<file path="config.mk">
export PLATFORM = sky130hd
export DESIGN_NAME = digital_clock_mux
export DESIGN_NICKNAME = d
export VERILOG_FILES = /design/src/rtl/digital_clock_mux.sv
export SDC_FILE = /design/constraint.sdc
export NUM_CORES = 1
export LEC_CHECK = 0
export ABC_CLOCK_PERIOD_IN_PS = 2700
export CELL_PAD_IN_SITES_DETAIL_PLACEMENT = 1
export CELL_PAD_IN_SITES_GLOBAL_PLACEMENT = 1
export CORE_UTILIZATION = 43
export DETAILED_ROUTE_END_ITERATION = 8
export MAX_ROUTING_LAYER = met4
export PLACE_DENSITY_LB_ADDON = 0.1
export SLEW_MARGIN = 20
export SYNTH_ARGS = -nofsm -noshare
export SYNTH_HDL_FRONTEND = slang
export SYNTH_SLANG_ARGS = --single-unit
</file>
<file path="constraint.sdc">
create_clock -name clk -period 2.7 [get_ports clk]
set_clock_uncertainty 0.2 [all_clocks]
set_input_delay 0.405 -clock clk [delete_from_list [all_inputs] [get_ports clk]]
set_output_delay 0.405 -clock clk [all_outputs]
set_load 0.01 [all_outputs]
</file>
<file path="src/rtl/digital_clock_mux.sv">
// digital_clock_mux: HH:MM:SS real-time clock with a multiplexed seven-segment driver.
// A 1 Hz tick-enable is derived from clk by a prescaler; no derived clocks.
// Optional macro ALARM_EN adds an HH:MM alarm compare (alarm_time, alarm_on, alarm).
`timescale 1ns/1ps
module digital_clock_mux #(
    parameter int unsigned CLK_HZ       = 50000000,
    parameter int unsigned NUM_DIGITS   = 4,
    parameter int unsigned REFRESH_BITS = 16
) (
    input  logic                  clk,
    input  logic                  rst,
    input  logic                  set_mode,
    input  logic                  inc_min,
    input  logic                  inc_hr,
    input  logic                  mode_12h,
    output logic [6:0]            SSD,
    output logic [NUM_DIGITS-1:0] EN,
    output logic                  pm,
`ifdef ALARM_EN
    input  logic [15:0]           alarm_time,
    input  logic                  alarm_on,
    output logic                  alarm,
`endif
    output logic                  tick
);

    localparam int unsigned PW       = (CLK_HZ > 2) ? $clog2(CLK_HZ) : 1;
    localparam int unsigned DIG_OFS  = (NUM_DIGITS == 4) ? 2 : 0;
    localparam logic [2:0]  IDX_MAX  = 3'(NUM_DIGITS - 1);
    localparam logic [PW-1:0] PRESC_MAX = PW'(CLK_HZ - 1);

    logic [PW-1:0]           presc;
    logic [REFRESH_BITS-1:0] scan_cnt;
    logic [2:0]              dig_idx;
    logic [7:0]              sec_q, min_q, hr_q;
    logic [7:0]              sec_n, min_n, hr_n;
    logic                    tick_c;
    logic [7:0]              hr_disp;
    logic [3:0]              ht_disp;
    logic [2:0]              lidx;
    logic [3:0]              digit_val;

    // BCD 00..59 increment
    function automatic logic [7:0] inc60(input logic [7:0] v);
        if (v[3:0] == 4'd9)
            return {(v[7:4] == 4'd5) ? 4'd0 : v[7:4] + 4'd1, 4'd0};
        return {v[7:4], v[3:0] + 4'd1};
    endfunction

    // BCD 00..23 increment
    function automatic logic [7:0] inc24(input logic [7:0] v);
        if (v == 8'h23)
            return 8'h00;
        if (v[3:0] == 4'd9)
            return {v[7:4] + 4'd1, 4'd0};
        return {v[7:4], v[3:0] + 4'd1};
    endfunction

    // Active-low {g,f,e,d,c,b,a}; anything outside 0..9 is blank
    function automatic logic [6:0] seg7(input logic [3:0] d);
        case (d)
            4'd0:    return 7'h40;
            4'd1:    return 7'h79;
            4'd2:    return 7'h24;
            4'd3:    return 7'h30;
            4'd4:    return 7'h19;
            4'd5:    return 7'h12;
            4'd6:    return 7'h02;
            4'd7:    return 7'h78;
            4'd8:    return 7'h00;
            4'd9:    return 7'h10;
            default: return 7'h7F;
        endcase
    endfunction

    // Next time value: set-mode increments or run-mode seconds carry chain
    always_comb begin
        sec_n  = sec_q;
        min_n  = min_q;
        hr_n   = hr_q;
        tick_c = 1'b0;
        if (set_mode) begin
            sec_n = 8'h00;
            if (inc_min) min_n = inc60(min_q);
            if (inc_hr)  hr_n  = inc24(hr_q);
        end else if (presc == PRESC_MAX) begin
            tick_c = 1'b1;
            sec_n  = inc60(sec_q);
            if (sec_q == 8'h59) begin
                min_n = inc60(min_q);
                if (min_q == 8'h59) hr_n = inc24(hr_q);
            end
        end
    end

    // Prescaler, tick pulse, time registers and pm flag
    always_ff @(posedge clk or negedge rst) begin
        if (!rst) begin
            presc <= '0;
            tick  <= 1'b0;
            sec_q <= 8'h00;
            min_q <= 8'h00;
            hr_q  <= 8'h00;
            pm    <= 1'b0;
        end else begin
            presc <= (set_mode || tick_c) ? '0 : presc + PW'(1);
            tick  <= tick_c;
            sec_q <= sec_n;
            min_q <= min_n;
            hr_q  <= hr_n;
            pm    <= (hr_n >= 8'h12);
        end
    end

    // 12-hour display conversion of the internal 24-hour value
    always_comb begin
        hr_disp = hr_q;
        if (mode_12h) begin
            if (hr_q == 8'h00)      hr_disp = 8'h12;
            else if (hr_q >= 8'h22) hr_disp = {4'h1, hr_q[3:0] - 4'd2};
            else if (hr_q >= 8'h20) hr_disp = {4'h0, hr_q[3:0] + 4'd8};
            else if (hr_q >= 8'h13) hr_disp = {4'h0, hr_q[3:0] - 4'd2};
        end
    end

    assign ht_disp = (mode_12h && hr_disp[7:4] == 4'h0) ? 4'hF : hr_disp[7:4];
    assign lidx    = dig_idx + 3'(DIG_OFS);

    // Select the digit value for the current scan position
    always_comb begin
        digit_val = 4'hF;
        case (lidx)
            3'd0:    digit_val = sec_q[3:0];
            3'd1:    digit_val = sec_q[7:4];
            3'd2:    digit_val = min_q[3:0];
            3'd3:    digit_val = min_q[7:4];
            3'd4:    digit_val = hr_disp[3:0];
            3'd5:    digit_val = ht_disp;
            default: digit_val = 4'hF;
        endcase
    end

    // Scan counter, digit index and display load one cycle after each index change
    always_ff @(posedge clk or negedge rst) begin
        if (!rst) begin
            scan_cnt <= '0;
            dig_idx  <= 3'd0;
            SSD      <= 7'h7F;
            EN       <= '1;
        end else begin
            scan_cnt <= scan_cnt + REFRESH_BITS'(1);
            if (scan_cnt == '1)
                dig_idx <= (dig_idx == IDX_MAX) ? 3'd0 : dig_idx + 3'd1;
            if (scan_cnt == '0) begin
                SSD <= seg7(digit_val);
                EN  <= ~(NUM_DIGITS'(1) << dig_idx);
            end
        end
    end

`ifdef ALARM_EN
    // Alarm tracks the time value being loaded so it aligns with the minute change
    always_ff @(posedge clk or negedge rst) begin
        if (!rst)
            alarm <= 1'b0;
        else
            alarm <= alarm_on && !set_mode && ({hr_n, min_n} == alarm_time);
    end
`endif

endmodule

</file>
==> summary.txt <==
Synth
  • EDFF count, synth: 0
  • Top post-synthesis cells by area: dfrtp_1 (38%), dfstp_2 (6.2%), ha_1 (5.9%)
  • Synth Area in Adders: between 5 and 6%
  • Count of different cell masters after synthesis: 60
  • Most common cell in the netlist: dfrtp_1
  • Top cell type's share of synthesized area: about two fifths
  • Sequential area share after synthesis: about 44%
  • Post-Synth Simple-Gate Area: 25.0%
  • Cell count after synthesis: about 490
  • Share of flip-flops with an asynchronous set or reset: between 90% and 100%
  • Post-Syn Nets: 520
  • Yosys Warn Count: 0
  • Mux cell area share after synthesis: less than 1%
  • Xor-xnor portion of the synthesized cell area: 7.92%
  • Largest family of logic cells by synthesized area: simple AND/OR/NAND/NOR gates
  • Post-synth top area cell: dfrtp_1
  • Synthesized cell area: between 4000 and 5000 µm²
  • Commonest cells post-synth: dfrtp_1 (71), nor2_1 (48), nand2_1 (44)
  • Yosys reg bits: 82
  • Post-synth top flop: dfrtp_1
  • Synth Area in Compound Gates: 13.7%
  • Mean post-synth cell area: 9.44 µm²

Floorplanning
  • I/O pins: 19
  • Chip Height: 106 µm
  • Rows: 37
  • Core area: ~10000 µm²
  • Die Width: roughly 110 µm
  • Die Area: about 11000 µm²
  • Initial core utilization: 44.6%

Detailed routing
  • Average wire per standard cell: around 17 µm
  • Drt first pass iters: 4
  • DR vias: 4043
  • DRT antenna net count: 0
  • 1st-iter DRT viols: between 150 and 200
  • DR vias/cell: around 5.5
  • DRC Markers: 0
  • Drt total wl: roughly 12000 µm

STA
  • Pins over their slew limit: 0
  • Slew headroom: 61.4%
  • Final period util: 106%
  • Final hold vios: 0
  • Setup ws final: -169 ps
  • Least-Margin Pin Slew: around 580 ps
  • Setup_tns: -315 ps
  • Final Setup Violations: 4
  • Tmin final: ~2900 ps
  • RSZ-0062 raised after global routing: yes
  • Max frequency: 349 MHz

GRT
  • Initial antenna violation count: 0
  • Gr ovfl total: 0
  • First-pass GRT wire length: 21700 µm
  • GRT Total Usage: around a quarter
  • Largest net degree at the start of global routing: between 40 and 50
  • Vias in the first global route: between 4k and 5k

Hold path
  • Hold Crit Class: reg -> reg

Worst setup path
  • CP Max Fanout: 5
  • FF-to-FF End: pm$_DFF_PN0_
  • Worst setup EP type: register
  • FF-to-FF Start: presc[10]$_DFF_PN0_
  • Worst setup SP type: register
  • Flop2flop setup slack: -170 ps
  • Critical Path Start: presc[10]$_DFF_PN0_
  • CP Capture Point: pm$_DFF_PN0_
  • Critical path data arrival time: about 2900 ps
  • CP Data Required Time: between 2000 and 3000 ps
  • Reg2Reg Depth: 7
  • Setup Crit Path Kind: reg -> reg

Final layout
  • Antenna fix cells: 0
  • Fillers: ~1.2k
  • Multi-input gate area: 2550 µm²
  • Final #Nets: 617
  • Final cell count without fillers: 730
  • Finished layout cell area: a little under 6000 µm²
  • Share of layout cells above drive strength 1: a little under a quarter
  • Area growth, synth to finish: 26.6%
  • Reg area: ~2100 µm²

Power
  • Power Density: around 640 nW/µm²
  • Leak pwr: approximately 2.6 nW
  • Peak supply drop: roughly 310 µV

Clock network
  • CTS tree: yes
  • Clock slew at reported path FFs: roughly 90 ps
  • Clock Sinks: just over 80
  • CTS Buf Count: 9
  • CTS Buffer Depth: 2
  • H-tree Lvls: 3
  • Clk_lat worst skew: about 360 ps
  • Root buffer cell: clkbuf_8

Placed design
  • Placed Area: between 5000 and 6000 µm²
  • GP Congestion: between 0.8 and 0.9
  • Hpwl dp: between 9000 and 10000 µm
  • DP Worst Slack: -213 ps
  • DP Cell Count: 710
  • IO buf count: 18

Run status
  • Failing checks: negative setup slack
  • Status: finished with violations

Job
  • MaxCap Viol Count: 0
[repair_timing]
| action | CTS | global route |
|---|---|---|
| pin swaps | 10 | 1 |
| buffers inserted | 2 | 1 |
| hold buffers | 1 | 0 |
| hold endpoints to repair | 37 | 0 |
| endpoints found under the setup margin | 10 | 13 |
| resized for setup | 7 | 16 |
[worst min path at each step]
stage | from | cells after the start | to
after global routing | SSD[3]$_DFFE_PN1N_ | 2 | SSD[3]$_DFFE_PN1N_
after detailed placement | rst | 1 | hr_q[1]$_DFF_PN0_
final | SSD[0]$_DFFE_PN1N_ | 2 | SSD[0]$_DFFE_PN1N_
after global placement | rst | 1 | hr_q[3]$_DFF_PN0_
after CTS | SSD[0]$_DFFE_PN1N_ | 2 | SSD[0]$_DFFE_PN1N_
after floorplan | rst | 0 | dig_idx[0]$_DFFE_PN0N_
[sequential cells by signal, summed over array words and instances, names as in the netlist]
register,cells
presc,26
scan_cnt,16
hr_q,8
min_q,8
sec_q,8
SSD,7
EN,4
dig_idx,3
pm,1
tick,1
[layout by cell type (no fill, tap or decap), types with 7 or more instances in the layout]
cell and instances:
o31ai_1 8, clkdlybuf4s50_1 17, o21ai_0 25, dfrtp_1 71, clkbuf_8 11, xor2_1 21, nor2_1 48, ha_1 22
dfstp_2 11, buf_4 79, a21oi_1 10, xnor2_1 20, nand2_1 43, nand3_1 25, or3_1 7, nor3_1 10
and2_1 7, and3_1 16, nand4_1 17, inv_1 18, nor2b_1 7
[report_power, final]
part	internal [mW]	switching, mW
registers	1.34	0.129
logic	0.628	0.718
clock network	0.479	0.463
total	2.45	1.31
[metrics by stage]
step | util [%] | power, mW | hold WS [ps]
after floorplan | - | 2.18 | -90.6
after global placement | 53.3 | 2.69 | 236
after detailed placement | 53.3 | 2.76 | 249
after CTS | 55.8 | 3.75 | 272
after global routing | 56.4 | 4.00 | 285
final | 56.4 | 3.76 | 268
[critical path: stages, from the launching register on]
cell and delay, ps:
dfrtp_1 400, nor4b_2 310, nand3_1 130, or4_4 590, o31ai_4 280, o2111ai_2 150
a211o_1 320, a2111o_1 360
[routing by layer]
layer / share of wire, % / track usage (%) / wire length [µm]
met5: 0 / - / 0
met1: 44 / 29.4 / 5530
met3: 1.2 / 2.45 / 155
met2: 53 / 44.4 / 6580
met4: 1.6 / 9.82 / 203
[layout make-up]
| class | count | area share (%) |
|---|---|---|
| Clock inverter | 4 | 0.830 |
| Clock buffer | 12 | 2.64 |
| Timing Repair Buffer | 100 | 13.9 |
| Tap cell | 136 | 2.89 |
| Inverter | 19 | 1.21 |
| Multi-Input combinational cell | 377 | 43.4 |
| Sequential cell | 82 | 35.1 |
[cells by family after synthesis]
family                     count (synthesis)
adders and majority gates                 22
muxes                                      1
buffers and inverters                     33
DFF                                       82
xor gates and xnor gates                  42
and+or+nand+nor                          220
AOI/OAI and AO/OA                         92
Note: power is estimated with default switching activity, not from simulation.
